<file path="config.mk">
export PLATFORM = sky130hd
export DESIGN_NAME = calc1_port_arbiter
export DESIGN_NICKNAME = d
export VERILOG_FILES = /design/src/rtl/calc1_port_arbiter.sv
export SDC_FILE = /design/constraint.sdc
export NUM_CORES = 1
export LEC_CHECK = 0
export ABC_AREA = 1
export CAP_MARGIN = 30
export CORE_ASPECT_RATIO = 2
export CORE_MARGIN = 1.5
export CORE_UTILIZATION = 45
export CTS_CLUSTER_SIZE = 20
export DETAILED_ROUTE_END_ITERATION = 16
export DONT_BUFFER_PORTS = 1
export RECOVER_POWER = 50
export SYNTH_ARGS = -nofsm -noshare
export SYNTH_HDL_FRONTEND = slang
export SYNTH_SLANG_ARGS = --single-unit
</file>
<file path="constraint.sdc">
create_clock -name c_clk -period 9 [get_ports c_clk]
set_input_delay 1.35 -clock c_clk [delete_from_list [all_inputs] [get_ports c_clk]]
set_output_delay 1.35 -clock c_clk [all_outputs]
set_load 0.1 [all_outputs]
</file>
<file path="src/rtl/calc1_port_arbiter.sv">
// Shares one calc1 ALU between NUM_PORTS two-cycle requester ports.
// Round-robin grant, valid/ready issue, per-port one-cycle response pulse with WAIT timeout.
module calc1_port_arbiter #(
    parameter int NUM_PORTS = 4,
    parameter int DW        = 32,
    parameter int TIMEOUT   = 64
) (
    input  logic                    c_clk,
    input  logic                    reset,
    input  logic [4*NUM_PORTS-1:0]  req_cmd_in,
    input  logic [DW*NUM_PORTS-1:0] req_data_in,
    output logic [2*NUM_PORTS-1:0]  out_resp,
    output logic [DW*NUM_PORTS-1:0] out_data,
    output logic [NUM_PORTS-1:0]    port_busy,
    output logic                    alu_valid_out,
    input  logic                    alu_ready_in,
    output logic [3:0]              alu_cmd_out,
    output logic [DW-1:0]           alu_data1_out,
    output logic [DW-1:0]           alu_data2_out,
    input  logic                    alu_resp_valid_in,
    input  logic [1:0]              alu_resp_in,
    input  logic [DW-1:0]           alu_data_in
);

    localparam int PW = $clog2(NUM_PORTS);
    localparam int CW = $clog2(TIMEOUT) + 1;
    localparam logic [CW-1:0] TO_LAST   = CW'(TIMEOUT - 1);
    localparam logic [PW-1:0] LAST_PORT = PW'(NUM_PORTS - 1);

    localparam logic [1:0] P_IDLE = 2'd0;
    localparam logic [1:0] P_OP2  = 2'd1;
    localparam logic [1:0] P_PEND = 2'd2;

    localparam logic [1:0] S_IDLE  = 2'd0;
    localparam logic [1:0] S_ISSUE = 2'd1;
    localparam logic [1:0] S_WAIT  = 2'd2;

    logic [1:0]           pstate [NUM_PORTS];
    logic [3:0]           cmd_q  [NUM_PORTS];
    logic [DW-1:0]        op1_q  [NUM_PORTS];
    logic [DW-1:0]        op2_q  [NUM_PORTS];

    logic [1:0]           sstate;
    logic [PW-1:0]        rr_ptr;
    logic [PW-1:0]        grant_q;
    logic [CW-1:0]        wait_cnt;

    logic [NUM_PORTS-1:0] pend;
    logic [PW-1:0]        pick_hi;
    logic [PW-1:0]        pick_lo;
    logic                 hi_found;
    logic                 lo_found;
    logic [PW-1:0]        pick;
    logic                 pick_found;
    logic                 resp_done;
    logic                 timed_out;

    always_comb begin
        pend = '0;
        for (int unsigned p = 0; p < NUM_PORTS; p++) begin
            pend[p] = (pstate[p] == P_PEND);
        end
    end

    assign port_busy = pend;

    // First pending port at or after the pointer, else the first pending port overall (wrap).
    always_comb begin
        pick_hi  = '0;
        pick_lo  = '0;
        hi_found = 1'b0;
        lo_found = 1'b0;
        for (int unsigned p = 0; p < NUM_PORTS; p++) begin
            if (pend[p] && !hi_found && (PW'(p) >= rr_ptr)) begin
                hi_found = 1'b1;
                pick_hi  = PW'(p);
            end
            if (pend[p] && !lo_found) begin
                lo_found = 1'b1;
                pick_lo  = PW'(p);
            end
        end
        pick       = hi_found ? pick_hi : pick_lo;
        pick_found = hi_found | lo_found;
    end

    assign resp_done = (sstate == S_WAIT) && (alu_resp_valid_in || (wait_cnt == TO_LAST));
    assign timed_out = (sstate == S_WAIT) && !alu_resp_valid_in && (wait_cnt == TO_LAST);

    always_ff @(posedge c_clk) begin
        if (reset) begin
            for (int unsigned p = 0; p < NUM_PORTS; p++) begin
                pstate[p] <= P_IDLE;
                cmd_q[p]  <= '0;
                op1_q[p]  <= '0;
                op2_q[p]  <= '0;
            end
            sstate        <= S_IDLE;
            rr_ptr        <= '0;
            grant_q       <= '0;
            wait_cnt      <= '0;
            alu_valid_out <= 1'b0;
            alu_cmd_out   <= '0;
            alu_data1_out <= '0;
            alu_data2_out <= '0;
            out_resp      <= '0;
            out_data      <= '0;
        end else begin
            for (int unsigned p = 0; p < NUM_PORTS; p++) begin
                case (pstate[p])
                    P_IDLE: begin
                        if (req_cmd_in[4*p +: 4] != 4'd0) begin
                            cmd_q[p]  <= req_cmd_in[4*p +: 4];
                            op1_q[p]  <= req_data_in[DW*p +: DW];
                            pstate[p] <= P_OP2;
                        end
                    end
                    P_OP2: begin
                        op2_q[p]  <= req_data_in[DW*p +: DW];
                        pstate[p] <= P_PEND;
                    end
                    P_PEND: begin
                        if (resp_done && (grant_q == PW'(p))) begin
                            pstate[p] <= P_IDLE;
                        end
                    end
                    default: pstate[p] <= P_IDLE;
                endcase

                if (resp_done && (grant_q == PW'(p))) begin
                    out_resp[2*p +: 2]   <= timed_out ? 2'b11 : alu_resp_in;
                    out_data[DW*p +: DW] <= timed_out ? '0 : alu_data_in;
                end else begin
                    out_resp[2*p +: 2]   <= 2'b00;
                    out_data[DW*p +: DW] <= '0;
                end
            end

            case (sstate)
                S_IDLE: begin
                    if (pick_found) begin
                        grant_q       <= pick;
                        alu_cmd_out   <= cmd_q[pick];
                        alu_data1_out <= op1_q[pick];
                        alu_data2_out <= op2_q[pick];
                        alu_valid_out <= 1'b1;
                        sstate        <= S_ISSUE;
                    end
                end
                S_ISSUE: begin
                    if (alu_ready_in) begin
                        alu_valid_out <= 1'b0;
                        wait_cnt      <= '0;
                        sstate        <= S_WAIT;
                    end
                end
                S_WAIT: begin
                    if (resp_done) begin
                        rr_ptr <= (grant_q == LAST_PORT) ? '0 : grant_q + 1'b1;
                        sstate <= S_IDLE;
                    end else begin
                        wait_cnt <= wait_cnt + 1'b1;
                    end
                end
                default: sstate <= S_IDLE;
            endcase
        end
    end

endmodule

</file>
== Word level (Yosys, flattened, before mapping) ==
Memory sizes are Yosys's and may differ from the RTL's. A register that Yosys moved wholly into a read port is not among the register bits.
Index checks and enable logic that the tools add are counted.

* Register bits after elaboration: 150
* Latch bits: 0
* Bits in writable memories: 280
* ROM bits: 0
* Input bits: 182
* Output and inout port bits: 209
* Logic and storage cells: 238
* Memories: 4

* Add/sub/neg operators: 2
* $mul: 0
* Div/mod/pow operators: 0
* Order comparisons: 4
* Eq/ne operators: 18
* Shifts and indexed selects: 0
* Muxes and demuxes: 114
* Bitwise gates (word level): 33
* Reductions and logical operators: 50

{| class="wikitable"
|+ Memories
! name !! depth !! bits a word !! rd ports !! clocked after memory_dff !! wr ports !! RTL line !! text
|-
| op1_q || 4 || 32 || 1 || 1 || 4 || 40 || <nowiki>logic [DW-1:0] op1_q [NUM_PORTS];</nowiki>
|-
| op2_q || 4 || 32 || 1 || 1 || 4 || 41 || <nowiki>logic [DW-1:0] op2_q [NUM_PORTS];</nowiki>
|-
| cmd_q || 4 || 4 || 1 || 1 || 4 || 39 || <nowiki>logic [3:0] cmd_q [NUM_PORTS];</nowiki>
|-
| pstate || 4 || 2 || 4 || 0 || 4 || 38 || <nowiki>logic [1:0] pstate [NUM_PORTS];</nowiki>
|}

{| class="wikitable"
|+ Operator list
! kind !! number
|-
| $mux W32 || 9
|-
| $mux W1 || 70
|-
| $mux W2 || 26
|-
| $or A1 B1 Y1 || 29
|-
| $logic_and A1 B1 Y1 || 17
|-
| $mux W4 || 4
|-
| $reduce_bool A4 Y1 || 4
|-
| $eq A2 B2 Y1 const B || 7
|-
| $mux W7 || 2
|-
| $pmux W7 S2 || 1
|-
| $eq A2 B1 Y1 const B || 6
|-
| $logic_not A2 Y1 || 6
|-
| $reduce_or A3 Y1 || 4
|-
| $reduce_and A3 Y1 || 3
|-
| $ne A2 B2 Y1 const B || 4
|-
| $reduce_or A2 Y1 || 4
|-
| $add A7 B1 Y7 const B || 1
|-
| $eq A7 B6 Y1 const B || 1
|-
| $logic_not A1 Y1 || 7
|-
| $pmux W2 S3 || 1
|-
| $ge A1 B2 Y1 const A || 2
|-
| $ge A2 B2 Y1 const A || 2
|-
| $not A1 Y1 || 4
|-
| $reduce_and A2 Y1 || 2
|-
| other kinds (4) || 5
|}

== Longest topological paths before layout ==
An unclocked memory read counts as a cell.

* Word-level depth: 19
* Depth in mapped cells: 14
* Mapped depth without buffers: 13

== Worst setup path after synthesis ==
No wires, ideal clock.

* Path type: input to register
* Start: input port reset
* End: memory op2_q[0][0], enable pin
* Library setup time: 0.658 ns
* Data arrival time: 3.022 ns
* Data required time: 8.342 ns
* Path slack: 5.320 ns
* Cell stages on the path: 4
* Path buffers: 2
* Cell sequence: inv_1 -> clkbuf_1 -> clkbuf_1 -> o21ai_0

{| class="wikitable"
|+ RTL lines
! what !! RTL line !! text
|-
| start, declared || 9 || <nowiki>input logic reset,</nowiki>
|-
| end, declared || 41 ||
|}

==> results.json <==
{
  "failed_checks": "capacitance limit, slew limit",
  "cts_made_buffers": 42,
  "synth_edf_count": 280,
  "drc_errors": 0,
  "synth_ff_type": "edfxtp_1",
  "fin_util_pct": 49.88,
  "min_period_ns": 6.068,
  "combPwrFrac_pct": 39.4,
  "r2r-start": "pstate[2][1]",
  "via_count": 14240,
  "status": "finished, violations left",
  "syn2layout_area_growth_pct": 9.608,
  "power_frac_seq_pct": 40.6,
  "worst_ep_required_time_ns": 9.04,
  "setup_tns_ns": 0,
  "hold_violations": 0,
  "cts_sinks": 498,
  "cts.repair.resized": 0,
  "cts-root-buf": "clkbuf_16",
  "track_usage_pct": 25.10,
  "grt_max_degree": 83,
  "path_clk_slew_ns": 0.07,
  "r2r-end": "op2_q[2][21]",
  "grt_pass1_wl_mm": 83.68,
  "drtIter0Drc": 1191,
  "maxCapViolCount": 14,
  "p_sw_share_pct": 46.23,
  "final_common_cell": "nor2_1",
  "fin_worst_skew_ns": 0.02421,
  "num_io_pins": 391,
  "syn-mean-instance-area_sq_um": 9.156,
  "die_w_um": 150.9,
  "routedWlPerCell_um": 20.97,
  "busiest_layer": "met2",
  "worstSetupPathType": "primary input to flop",
  "fin_crit_sh_pct": 67.42,
  "cts_hold_buf": 0,
  "ant_nets": 0,
  "start_util_pct": 45.50,
  "ys_seq_area_share_pct": 64.91,
  "clockPowerShare_pct": 20.1,
  "dp.final_hpwl_mm": 39.62,
  "cts.path.max_buffers": 3,
  "hold_path_class": "flop to flop",
  "clk_latency_ns": 0.57,
  "p_sw_mw": 4.307,
  "leakagePower_nw": 9.738,
  "postSynthCellCount": 2149,
  "overflow": 0,
  "drt-pass1-iter-count": 5,
  "cts_tree": "yes",
  "reg2reg_slack_ns": 5.03,
  "fmax_mhz": 164.8,
  "max_slew_margin_pct": -68.93,
  "setup_slack_ns": 2.932,
  "final_cell_mix": "529 x nor2_1, 414 x nand2_1, 286 x inv_1",
  "grt_pass1_vias": 13610,
  "drv_slew": 344,
  "p_per_area_nw_per_um2": 432.0,
  "path_max_fanout": 48,
  "gp_congestion": 0.8802,
  "die_h_um": 298.7,
  "port_buffers": 0,
  "synth.distinct_cells": 31,
  "grt_use_met1_pct": 28.09,
  "critPathCapture": "op2_q[2][21]",
  "synth_warnings": 0,
  "grt_util_met2_pct": 44.39,
  "register_area_sq_um": 12770,
  "ir_drop_mv": 0.4153,
  "multiInputGateArea_sq_um": 5221,
  "setup_viol_count_final": 0,
  "synth-seq-cells": 498,
  "nFillCells": 4059,
  "rows": 108,
  "critPathArrivalTime_ns": 6.11,
  "reg2reg_depth": 2,
  "internal_power_mw": 5.010,
  "met3_usage_pct": 6.489,
  "via_per_inst": 5.200,
  "cp-start-kind": "primary input",
  "cp-startpoint": "reset",
  "core_area_sq_um": 43240,
  "worst_pin_slew_ns": 2.534,
  "post-cts-setup-buffer-count": 0,
  "layout-drive-gt1-share_pct": 5.034,
  "endpoint_kind": "flop",
  "grt_antenna_before_repair": 5,
  "grt_setup_unrepaired": "false",
  "htree_levels": 2,
  "synth_area_sq_um": 19680,
  "nets": 2338,
  "syn_nets": 2336,
  "routed_wl_mm": 57.44,
  "pre_cts_ws_ns": 5.072,
  "async_reset_ff_share_pct": 0,
  "dieArea_sq_um": 45060
}
## worst max-delay path, stage by stage
cell	delay (ns)
inv_1	0.34
clkbuf_1	1.66
o21ai_0	1.72
clkbuf_1	0.97
## registers in the layout, summed over array words and instances (netlist names), 4 cells and up
register       cells
alu_data1_out     32
op2_q            128
alu_cmd_out        4
op1_q            128
out_data         128
pstate             8
cmd_q             16
alu_data2_out     32
wait_cnt           7
out_resp           8
## stage by stage
step           area, sq um  power (mW)  std cells  hold slack (ns)
4_1_cts              22210       9.532       2726           0.4529
5_1_grt              21570       9.825       2739           0.4790
3_3_place_gp         20030       7.389       2615           0.4378
6_report             21570       9.317       2739           0.4517
2_1_floorplan        19680       6.407       2149           0.4276
3_5_place_dp         20810       7.676       2648           0.4420
## final cells by class
type / count / share of cell area [%]
multi-input combinational: 1241 / 24.21
inverter: 302 / 5.256
clock inverter: 18 / 0.7890
timing repair buffer: 66 / 1.619
sequential: 498 / 59.22
clock buffer: 60 / 5.668
tap: 550 / 3.191
antenna: 4 / 0.04641
## kinds of logic (layout without fill, tap and decap cells)
group / after synthesis / in the layout / share of synthesized area, %
fa+ha+maj: 5 / 5 / 0.3179
simple gates: 1165 / 1165 / 24.09
xor+xnor: 1 / 1 / 0.04452
other cells: 0 / 4 / 0
compound gates: 70 / 70 / 1.889
flops: 498 / 498 / 64.91
buf+inv: 410 / 446 / 8.743
## power by group through the flow
stage / Combinational (mW) / Clock, mW / Sequential [mW]
finish: 3.67 / 1.87 / 3.78
detailed placement: 3.79 / 0 / 3.89
global route: 4.02 / 1.97 / 3.84
floorplan: 2.39 / 0 / 4.02
CTS: 3.80 / 1.89 / 3.84
global placement: 3.27 / 0 / 4.11
## worst min path at each step
stage                            from     endpoint  slack, ns  cells after the start
after floorplan           wait_cnt[4]  wait_cnt[4]       0.43                      2
after detailed placement  wait_cnt[4]  wait_cnt[4]       0.44                      2
final                     wait_cnt[4]  wait_cnt[4]       0.45                      2
after CTS                 wait_cnt[4]  wait_cnt[4]       0.45                      2
after global routing      wait_cnt[4]  wait_cnt[4]       0.48                      2
after global placement    wait_cnt[4]  wait_cnt[4]       0.44                      2
## cell usage after synthesis, drive strengths merged (2+ instances only)
cell	number	share of area [%]
nor2	533	10
nand2	422	8.1
inv	298	5.7
edfxtp	280	43
dfxtp	218	22
nand3	174	4.5
buf	75	2.4
a21oi	52	1.3
clkbuf	33	0.63
nand3b	22	0.84
o21ai	13	0.33
nor3	8	0.23
ha	5	0.32
nand4	5	0.16
clkinv	4	0.076
o41ai	2	0.089
## per-layer routing
metal  routed length (um)  vias to the layer above  share of wire (%)
met3                 5600                      116                9.8
met1                19990                     6724                 35
met5                   16                        -              0.028
met4                 2497                        2                4.3
met2                29330                      714                 51
li1                     -                     6688                  -
(Power assumes the default switching activity.)
